File: src/rtl/noc_flit_pkg.sv
// Shared flit-type encodings, error codes and per-VC framing states
// for the ejection-side packet monitor.
package noc_flit_pkg;

    localparam logic [1:0] HEAD    = 2'b01;
    localparam logic [1:0] BODY    = 2'b00;
    localparam logic [1:0] TAIL    = 2'b11;
    localparam logic [1:0] ILLEGAL = 2'b10;

    typedef enum logic [2:0] {
        NONE        = 3'd0,
        HEAD_IN_PKT = 3'd1,
        BODY_IDLE   = 3'd2,
        LEN         = 3'd3,
        ILLEGAL_ID  = 3'd4
    } err_code_t;

    typedef enum logic {
        IDLE   = 1'b0,
        IN_PKT = 1'b1
    } vc_state_t;

endpackage

File: src/rtl/flit_pipe_reg.sv
// One-entry valid/ready pipeline register; reloads on the same
// cycle it drains so a back-to-back stream runs at one flit per cycle.
module flit_pipe_reg #(
    parameter int WIDTH = 34
) (
    input  logic             clk,
    input  logic             rst,
    input  logic [WIDTH-1:0] data_in,
    input  logic             valid_in,
    output logic             ready_in,
    output logic [WIDTH-1:0] data_out,
    output logic             valid_out,
    input  logic             ready_out
);

    // Space is available when empty or when the held entry leaves now.
    assign ready_in = ~valid_out | ready_out;

    // Load on accept; the payload holds while stalled or drained empty.
    always_ff @(posedge clk) begin
        if (rst) begin
            valid_out <= 1'b0;
            data_out  <= '0;
        end else if (ready_in) begin
            valid_out <= valid_in;
            if (valid_in) begin
                data_out <= data_in;
            end
        end
    end

endmodule

File: src/rtl/eject_packet_monitor.sv
// Ejection stage: forwards flits tagged with their VC and checks
// per-VC packet framing, counting packets and latching the first error.
module eject_packet_monitor
    import noc_flit_pkg::*;
#(
    parameter int DATA_WIDTH       = 32,
    parameter int VC               = 4,
    parameter int IDENTIFIER_BITS  = 2,
    parameter int FLITS_PER_PACKET = 16
) (
    input  logic                  clk,
    input  logic                  rst,
    input  logic [$clog2(VC)-1:0] vc_sel,
    input  logic [DATA_WIDTH-1:0] data_in,
    input  logic                  valid_in,
    output logic                  ready_in,
    output logic [DATA_WIDTH-1:0] data_out,
    output logic [$clog2(VC)-1:0] vc_out,
    output logic                  valid_out,
    input  logic                  ready_out,
    output logic [31:0]           packets_ejected,
    output logic                  error,
    output logic [2:0]            error_code,
    output logic [$clog2(VC)-1:0] error_vc
);

    localparam int VW = $clog2(VC);
    localparam int CW = $clog2(FLITS_PER_PACKET) + 1;
    localparam logic [CW-1:0] CNT_MAX = CW'(FLITS_PER_PACKET);

    logic                       accept;
    logic [IDENTIFIER_BITS-1:0] ftype;
    logic [VW+DATA_WIDTH-1:0]   pipe_q;

    vc_state_t       st  [VC];
    logic [CW-1:0]   cnt [VC];

    vc_state_t       cur_st;
    logic [CW-1:0]   cur_cnt;
    vc_state_t       st_nxt;
    logic [CW-1:0]   cnt_nxt;
    logic [CW-1:0]   cnt_inc;
    err_code_t       code_nxt;
    logic            pkt_done;
    err_code_t       err_q;

    flit_pipe_reg #(
        .WIDTH(VW + DATA_WIDTH)
    ) u_pipe (
        .clk      (clk),
        .rst      (rst),
        .data_in  ({vc_sel, data_in}),
        .valid_in (valid_in),
        .ready_in (ready_in),
        .data_out (pipe_q),
        .valid_out(valid_out),
        .ready_out(ready_out)
    );

    assign vc_out   = pipe_q[VW+DATA_WIDTH-1 -: VW];
    assign data_out = pipe_q[DATA_WIDTH-1:0];
    assign accept   = valid_in & ready_in;
    assign ftype    = data_in[DATA_WIDTH-1 -: IDENTIFIER_BITS];

    // Framing transition for the VC of the flit being offered.
    // The counter saturates so an overlong packet can never wrap
    // back onto the legal length and hide its LEN error.
    always_comb begin
        cur_st   = st[vc_sel];
        cur_cnt  = cnt[vc_sel];
        cnt_inc  = (cur_cnt == CNT_MAX) ? cur_cnt : cur_cnt + 1'b1;
        st_nxt   = cur_st;
        cnt_nxt  = cur_cnt;
        code_nxt = NONE;
        pkt_done = 1'b0;
        if (ftype == ILLEGAL) begin
            code_nxt = ILLEGAL_ID;
        end else if (cur_st == IDLE) begin
            if (ftype == HEAD) begin
                st_nxt  = IN_PKT;
                cnt_nxt = CW'(1);
            end else begin
                code_nxt = BODY_IDLE;
            end
        end else begin
            unique case (ftype)
                HEAD: begin
                    code_nxt = HEAD_IN_PKT;
                    cnt_nxt  = CW'(1);
                end
                TAIL: begin
                    st_nxt   = IDLE;
                    pkt_done = 1'b1;
                    if (cur_cnt + 1'b1 != CNT_MAX) begin
                        code_nxt = LEN;
                    end
                end
                default: cnt_nxt = cnt_inc;
            endcase
        end
    end

    // Per-VC framing state, updated only for the accepted flit's VC.
    always_ff @(posedge clk) begin
        if (rst) begin
            for (int i = 0; i < VC; i++) begin
                st[i]  <= IDLE;
                cnt[i] <= '0;
            end
        end else if (accept) begin
            st[vc_sel]  <= st_nxt;
            cnt[vc_sel] <= cnt_nxt;
        end
    end

    // Packet count and sticky first-error capture.
    always_ff @(posedge clk) begin
        if (rst) begin
            packets_ejected <= '0;
            error           <= 1'b0;
            err_q           <= NONE;
            error_vc        <= '0;
        end else if (accept) begin
            if (pkt_done) begin
                packets_ejected <= packets_ejected + 32'd1;
            end
            if (code_nxt != NONE && !error) begin
                error    <= 1'b1;
                err_q    <= code_nxt;
                error_vc <= vc_sel;
            end
        end
    end

    assign error_code = err_q;

endmodule
File: config.mk
export PLATFORM = sky130hd
export DESIGN_NAME = eject_packet_monitor
export DESIGN_NICKNAME = d
export VERILOG_FILES = /design/src/rtl/noc_flit_pkg.sv /design/src/rtl/flit_pipe_reg.sv /design/src/rtl/eject_packet_monitor.sv
export SDC_FILE = /design/constraint.sdc
export NUM_CORES = 1
export LEC_CHECK = 0
export CORE_ASPECT_RATIO = 1.75
export CORE_MARGIN = 3
export CORE_UTILIZATION = 45
export DETAILED_ROUTE_END_ITERATION = 12
export GPL_TIMING_DRIVEN = 0
export PLACE_DENSITY = 0.74
export SLEW_MARGIN = 0
export SYNTH_ARGS = -nofsm -noshare
export SYNTH_HDL_FRONTEND = slang
export SYNTH_SLANG_ARGS = --single-unit
File: constraint.sdc
create_clock -name clk -period 4.18 [get_ports clk]
set_input_delay 0.627 -clock clk [delete_from_list [all_inputs] [get_ports clk]]
set_output_delay 0.627 -clock clk [all_outputs]
set_load 0.005 [all_outputs]
; ---- Word level (Yosys, flattened, before mapping)
; Memories as Yosys holds them, arrays and structs flattened.
; Index checks and enable logic that the tools add are counted.
[classes]
n_addsub = 2
eq_ne = 5
muxes = 28
bitwise_logic = 3
n_reduce_logical = 8
[op_table]
columns = op, n
row1 = $add 32x1->32 const B, 1
row2 = $mux 5, 5
row3 = $mux 1, 15
row4 = $pmux 5 s2, 1
row5 = $mux 2, 4
row6 = $mux 3, 2
row7 = $reduce_and 2->1, 3
row8 = $add 5x1->5 const B, 1
row9 = $eq 5x5->1 const B, 1
row10 = $ne 5x5->1 const B, 1
row11 = $reduce_or 5->1, 1
row12 = $eq 2x2->1 const B, 2
row13 = $pmux 2 s2, 1
row14 = $reduce_bool 3->1, 1
row15 = $eq 2x1->1 const B, 1
row16 = $and 1x1->1, 1
row17 = $logic_and 1x1->1, 1
row18 = $logic_not 1->1, 1
row19 = $not 1->1, 1
row20 = $or 1x1->1, 1
row21 = $reduce_or 1->1, 1
[word_totals]
register_bits = 73
mem_bits_rw = 24
input_bits = 38
output_inout_bits = 74
word_cells = 54
n_memories = 2
[mem_list]
columns = name, words, width, read_ports, rd_clocked_by_memory_dff, write_ports, line
row1 = cnt, 4, 5, 1, 0, 4, eject_packet_monitor.sv:36  ; logic [CW-1:0] cnt [VC];
row2 = st, 4, 1, 1, 0, 4, eject_packet_monitor.sv:35  ; vc_state_t st [VC];

; ---- Depth between registers and ports, before layout
; An unclocked memory read counts as a cell.
[logic_depth]
depth_word = 10
depth_mapped = 10
depth_no_buf = 8

; ---- Cells and area by module
; A second synthesis with hierarchy kept.
[hier_totals]
hier_cells = 477
area_unflattened_um2 = 4762.1
[by_module_without_submodules]
columns = mod, n_inst, cells_per_inst, area_per_inst_um2, seq_area_each_um2
row1 = eject_packet_monitor, 1, 317, 3103.0, 1481.4
row2 = flit_pipe_reg, 1, 160, 1659.1, 700.7

; ---- Worst setup path before layout
; No wires, ideal clock.
[synth_timing]
path_type = input to register
startpoint = in vc_sel[0]
endpoint = reg err_q[1] (netlist: error_code[1])
arrival_time_ps = 2645
required_time_ps = 4048
setup_slack_ps = 1402
stages = 9
path_buffers = 1
path_cell_list = buf_6 mux4_2 ha_1 nand2_1 o22a_1 or3_4 a2111o_1 o211ai_1 a21oi_1
[synth_via]
elab_chain_cells = 10
elab_cells_between_ends = 11
[synth_rtl]
columns = item, line
row1 = "start, declared", eject_packet_monitor.sv:13  ; input logic [$clog2(VC)-1:0] vc_sel,
row2 = $mem_v2 4x5, n/a
row3 = $add 5x1->5, eject_packet_monitor.sv:94  ; if (cur_cnt + 1'b1 != CNT_MAX) begin
row4 = $ne 5x5->1, eject_packet_monitor.sv:94
row5 = $mux 2, eject_packet_monitor.sv:94
row6 = $pmux 2 s2, eject_packet_monitor.sv:86  ; unique case (ftype)
row7 = $mux 3 (*), eject_packet_monitor.sv:78  ; end else if (cur_st == IDLE) begin
row8 = $mux 3 (*), eject_packet_monitor.sv:76  ; if (ftype == ILLEGAL) begin
row9 = $reduce_bool 3->1, eject_packet_monitor.sv:127  ; if (code_nxt != NONE && !error) begin
row10 = $logic_and 1x1->1, eject_packet_monitor.sv:127
row11 = $reduce_and 2->1 (no line), n/a
row12 = "end signal, assigned", eject_packet_monitor.sv:129  ; err_q <= code_nxt;
row13 = "end, declared", eject_packet_monitor.sv:45  ; err_code_t err_q;
; Every way passes the cells marked *; elsewhere a longest branch is shown, timed or not.
; A chain may end at the register's enable or synchronous reset.

==> metrics.log <==
[metrics] status: finished clean
[metrics] family with the most delay on the worst path: buffers and inverters
[metrics] via count: 3,877
[metrics] Clk pwr share: 39.1%
[metrics] count of buffer and inverter cells on the critical path: 4
[metrics] crit start category: primary input
[metrics] class of the most critical hold timing path: flop to flop
[metrics] Area Growth Syn to Fin: 34.5%
[metrics] storage element area: 0.00218 sq mm
[metrics] area of combinational cells with multiple inputs: 0.00200 sq mm
[metrics] startpoint of the worst register-to-register path: cnt[3][0]$_DFFE_PP_
[metrics] share of total power in combinational logic: 11.9%
[metrics] I/O Buffers: 107
[metrics] overall power: 2.07 mW
[metrics] Worst Reg2Reg Path Length in Cells: 8
[metrics] number of enable flip-flop cells after synthesis: 24
[metrics] detailed-router iteration count before antenna repair: 4
[metrics] synthesis-stage register bit count: 97
[metrics] number of antenna violations at the first check in global routing: 0
[metrics] minimum setup slack after placement: 807 ps
[metrics] share of async-settable or async-resettable flops after synthesis: 0%
[metrics] area of the die: 0.0110 sq mm
[metrics] CTS tree: yes
[metrics] setup repair after global routing missed its margin: false
[metrics] maximum vdd ir drop: 0.000230 V
[metrics] Mapped Avg Cell Area: 9.05 sq um
[metrics] sequential cell fraction of total power: 48.9%
[metrics] Crit path largest cell delay: 450 ps
[metrics] pwr dens: 352 mW/mm^2
[metrics] vertical extent of the die: 137 um
[metrics] Sw Share: 23.6%
[metrics] prevailing post-synth register cell: dfxtp_1
[metrics] data arrival time of the critical path: 3010 ps
[metrics] starting density of the core: 46.3%
[metrics] fill cell total of the finished layout: 818
[metrics] area of all placed cells without fillers: 0.00589 sq mm
[metrics] mapped cell area: 0.00438 sq mm
[metrics] global router's overall resource usage: 21.5%
[metrics] minimum setup slack in the final design: 1180 ps
[metrics] Worst Hold Endpoint: u_pipe.data_out[3]$_SDFFE_PP0P_
[metrics] Synth top area share: 33.4%
[metrics] library cell used as clock root buffer: clkbuf_16
[metrics] post-detailed-route DRC marker count: 0
[metrics] leakage dissipation: 2.02 nW
[metrics] instance count of the mapped netlist: 484
[metrics] number of buffers added by the clock tree synthesis step: 9
[metrics] cell with the largest stage delay on the worst path: clkdlybuf4s50_1
[metrics] number of stages on the worst hold path: 2
[metrics] synthesis warning total: 0
[metrics] cell row count: 47
[metrics] design internal power: 1.58 mW
[metrics] dominant cells by area after synthesis: dfxtp_1 (33%), edfxtp_1 (16%), nand2_1 (7.3%), a21oi_1 (6.1%), nor2_1 (4.1%)
[metrics] final weighted congestion of routability-driven global placement: 0.853
[metrics] final count of pins violating max slew: 0
[metrics] minimum period implied by the final worst setup slack: 3000 ps
[metrics] switching power: 489 uW
[metrics] pin count of the biggest net entering global routing: 16
[metrics] upper clock frequency limit: 334 MHz
[metrics] register-to-register path setup slack: 1570 ps
[metrics] fraction of layout cells with a size suffix above 1: 6.43%
[metrics] crit path kind: primary input to flop
[metrics] count of buffers added by post-CTS timing repair for setup: 0
[metrics] first-pass GRT wire length: 18,200 um
[metrics] leftover overflow at the end of global routing: 0
[metrics] fin crit share: 71.7%
[metrics] Post-Syn Nets: 526
[metrics] Commonest cells post-synth: nand2_1 (85), dfxtp_1 (73), a21oi_1 (53), nor2_1 (48), edfxtp_1 (24)
[metrics] max-slew headroom at the worst pin: 58.5%
[metrics] x dimension of the die: 80.6 um
[metrics] number of sinks on the clock net: 97
[metrics] required time of the critical path: 4200 ps
[metrics] core area: 0.00947 sq mm
[metrics] area post-placement: 0.00560 sq mm
[metrics] number of top-level pins: 112
[metrics] post-detailed-route wirelength per cell: 15.7 um
[metrics] routed vias/inst: 5.32
[metrics] worst r2r dst: error_vc[1]$_SDFFE_PP0P_
[metrics] Routed WL: 11,400 um
[metrics] share of the yosys chip area belonging to registers: 49.8%
[metrics] leading cell type by number of instances after synthesis: nand2_1
[metrics] H-tree depth: 3
[metrics] clock tree buffer depth: 2
[metrics] total of endpoints with negative setup slack in the final report: 0
[metrics] number of nets at the end of the flow: 644
[metrics] Critical Path, Cell by Cell: clkdlybuf4s50_1 -> nand2b_1 -> and2_1 -> clkbuf_1 -> nand2b_1 -> clkbuf_1 -> or3_1 -> clkbuf_1 -> nand2b_1
[metrics] Setup Total Neg Slack: 0 ps
[metrics] beginning of the worst hold path: u_pipe.data_out[3]$_SDFFE_PP0P_
[metrics] number of antenna-violating nets in the routed design: 0
[metrics] Resized Gates After CTS: 0
[metrics] cell type with the highest aggregate area in the netlist: dfxtp_1
[metrics] clock-pin slew on the worst setup and hold paths: 70 ps
[metrics] CP Max Fanout: 10
[metrics] vias in the first global route: 3,888
[metrics] Worst Max-Slew Pin Slew: 622 ps
[metrics] worst hold slack after final layout: 456 ps
[metrics] maxcap violations: 0
[metrics] hpwl dp: 8680 um
[metrics] Hold-fix buffers, CTS: 0
[metrics] Worst setup EP type: flop
[metrics] source-to-sink clock delay at the later pin of the worst-skew pair: 340 ps
[metrics] Yosys cell types: 51
[metrics] 1st-iter DRT viols: 138
[metrics] Final Hold Vio Count: 0
[metrics] final antenna diode count: 0
[metrics] Clock Skew: 5.72 ps
[cell families after synthesis]
kind of cell	after synthesis	share of synthesized area, %
adders and majority gates	4	1.14
and+or+nand+nor	214	23.9
DFF	97	49.8
buffers and inverters	47	4.57
xor gates and xnor gates	22	4.40
muxes	9	3.77
AOI/OAI and AO/OA	91	12.4
[sequential cells by signal (all words and copies together), names as in the netlist]
| signal | cells |
|---|---|
| u_pipe.valid_out | 1 |
| cnt | 20 |
| packets_ejected | 32 |
| error_vc | 2 |
| error_code | 3 |
| error | 1 |
| u_pipe.data_out | 34 |
| st | 4 |
[how the worst max path moves through the flow]
| stage | from | end | cells past startpoint | slack, ps |
|---|---|---|---|---|
| 2_1_floorplan | vc_sel[0] | error_code[1]$_SDFFE_PP0P_ | 9 | 1400 |
| 4_1_cts | ready_out | st[0]$_SDFFCE_PN0P_ | 9 | 1150 |
| 5_1_grt | ready_out | st[0]$_SDFFCE_PN0P_ | 9 | 1000 |
| 3_5_place_dp | ready_out | st[0]$_SDFFCE_PN0P_ | 9 | 810 |
| 6_report | ready_out | st[0]$_SDFFCE_PN0P_ | 9 | 1180 |
| 3_3_place_gp | ready_out | st[0]$_SDFFCE_PN0P_ | 9 | 840 |
[power groups by stage]
stage / Sequential, mW / Clock [mW] / Combinational, mW
3_5_place_dp: 1.03 / 0 / 0.248
5_1_grt: 1.02 / 0.864 / 0.272
4_1_cts: 1.01 / 0.823 / 0.250
3_3_place_gp: 1.03 / 0 / 0.243
2_1_floorplan: 1.03 / 0 / 0.128
6_report: 1.01 / 0.811 / 0.248
[placed cells by master (no fill, tap or decap), types with 2 or more instances in the layout]
cell type and n:
dfxtp_1 73, o32ai_1 2, inv_1 16, mux2i_1 3, buf_6 2, nand4_1 8, a21oi_1 53, xnor2_1 19
and4_1 4, o21ai_0 13, nor3_1 6, and3_1 4, and2_1 4, buf_1 4, nand4b_1 2, buf_2 4
nor2b_1 4, a31o_2 2, nand3b_1 2, xor2_1 3, o21ai_1 4, nand2_1 85, nand3_1 10, clkinv_2 2
mux4_2 6, o31a_1 2, nor4_1 6, nor4_2 5, nor2_1 48, o21a_1 2, nand2b_1 11, or3_1 12
ha_1 4, edfxtp_1 24, clkdlybuf4s50_1 107, clkbuf_1 22, clkbuf_16 9
[per-stage QoR]
stage | cells | util (%)
final | 729 | 62.2
after global routing | 729 | 62.2
after CTS | 729 | 62.2
after detailed placement | 713 | 59.2
after global placement | 713 | 59.2
after floorplan | 484 | -
[layout make-up]
class | count | share of cell area (%)
clock buffer | 11 | 3.95
clock inverter | 5 | 0.934
timing repair buffer | 107 | 18.2
buffer | 31 | 2.38
inverter | 16 | 1.02
multi-input combinational | 340 | 33.9
sequential | 97 | 37.0
tap | 122 | 2.59
[tightest hold or removal path: cells and delay by family, from the launching register on]
kind / cells / cell delay, ps
AOI/OAI and AO/OA: 1 / 50
DFF: 1 / 310
and+or+nand+nor: 1 / 50
[routing by layer]
layer	track usage (%)	part of all wire [%]	wire length, um	vias to the layer above
li1	-	-	-	1901
met1	22.8	36	4150	1839
met2	39.5	55	6330	111
met3	5.14	4.9	554	26
met4	9.49	3.4	389	0
met5	0	0	0	-
Note: power is estimated with default switching activity, not from simulation.
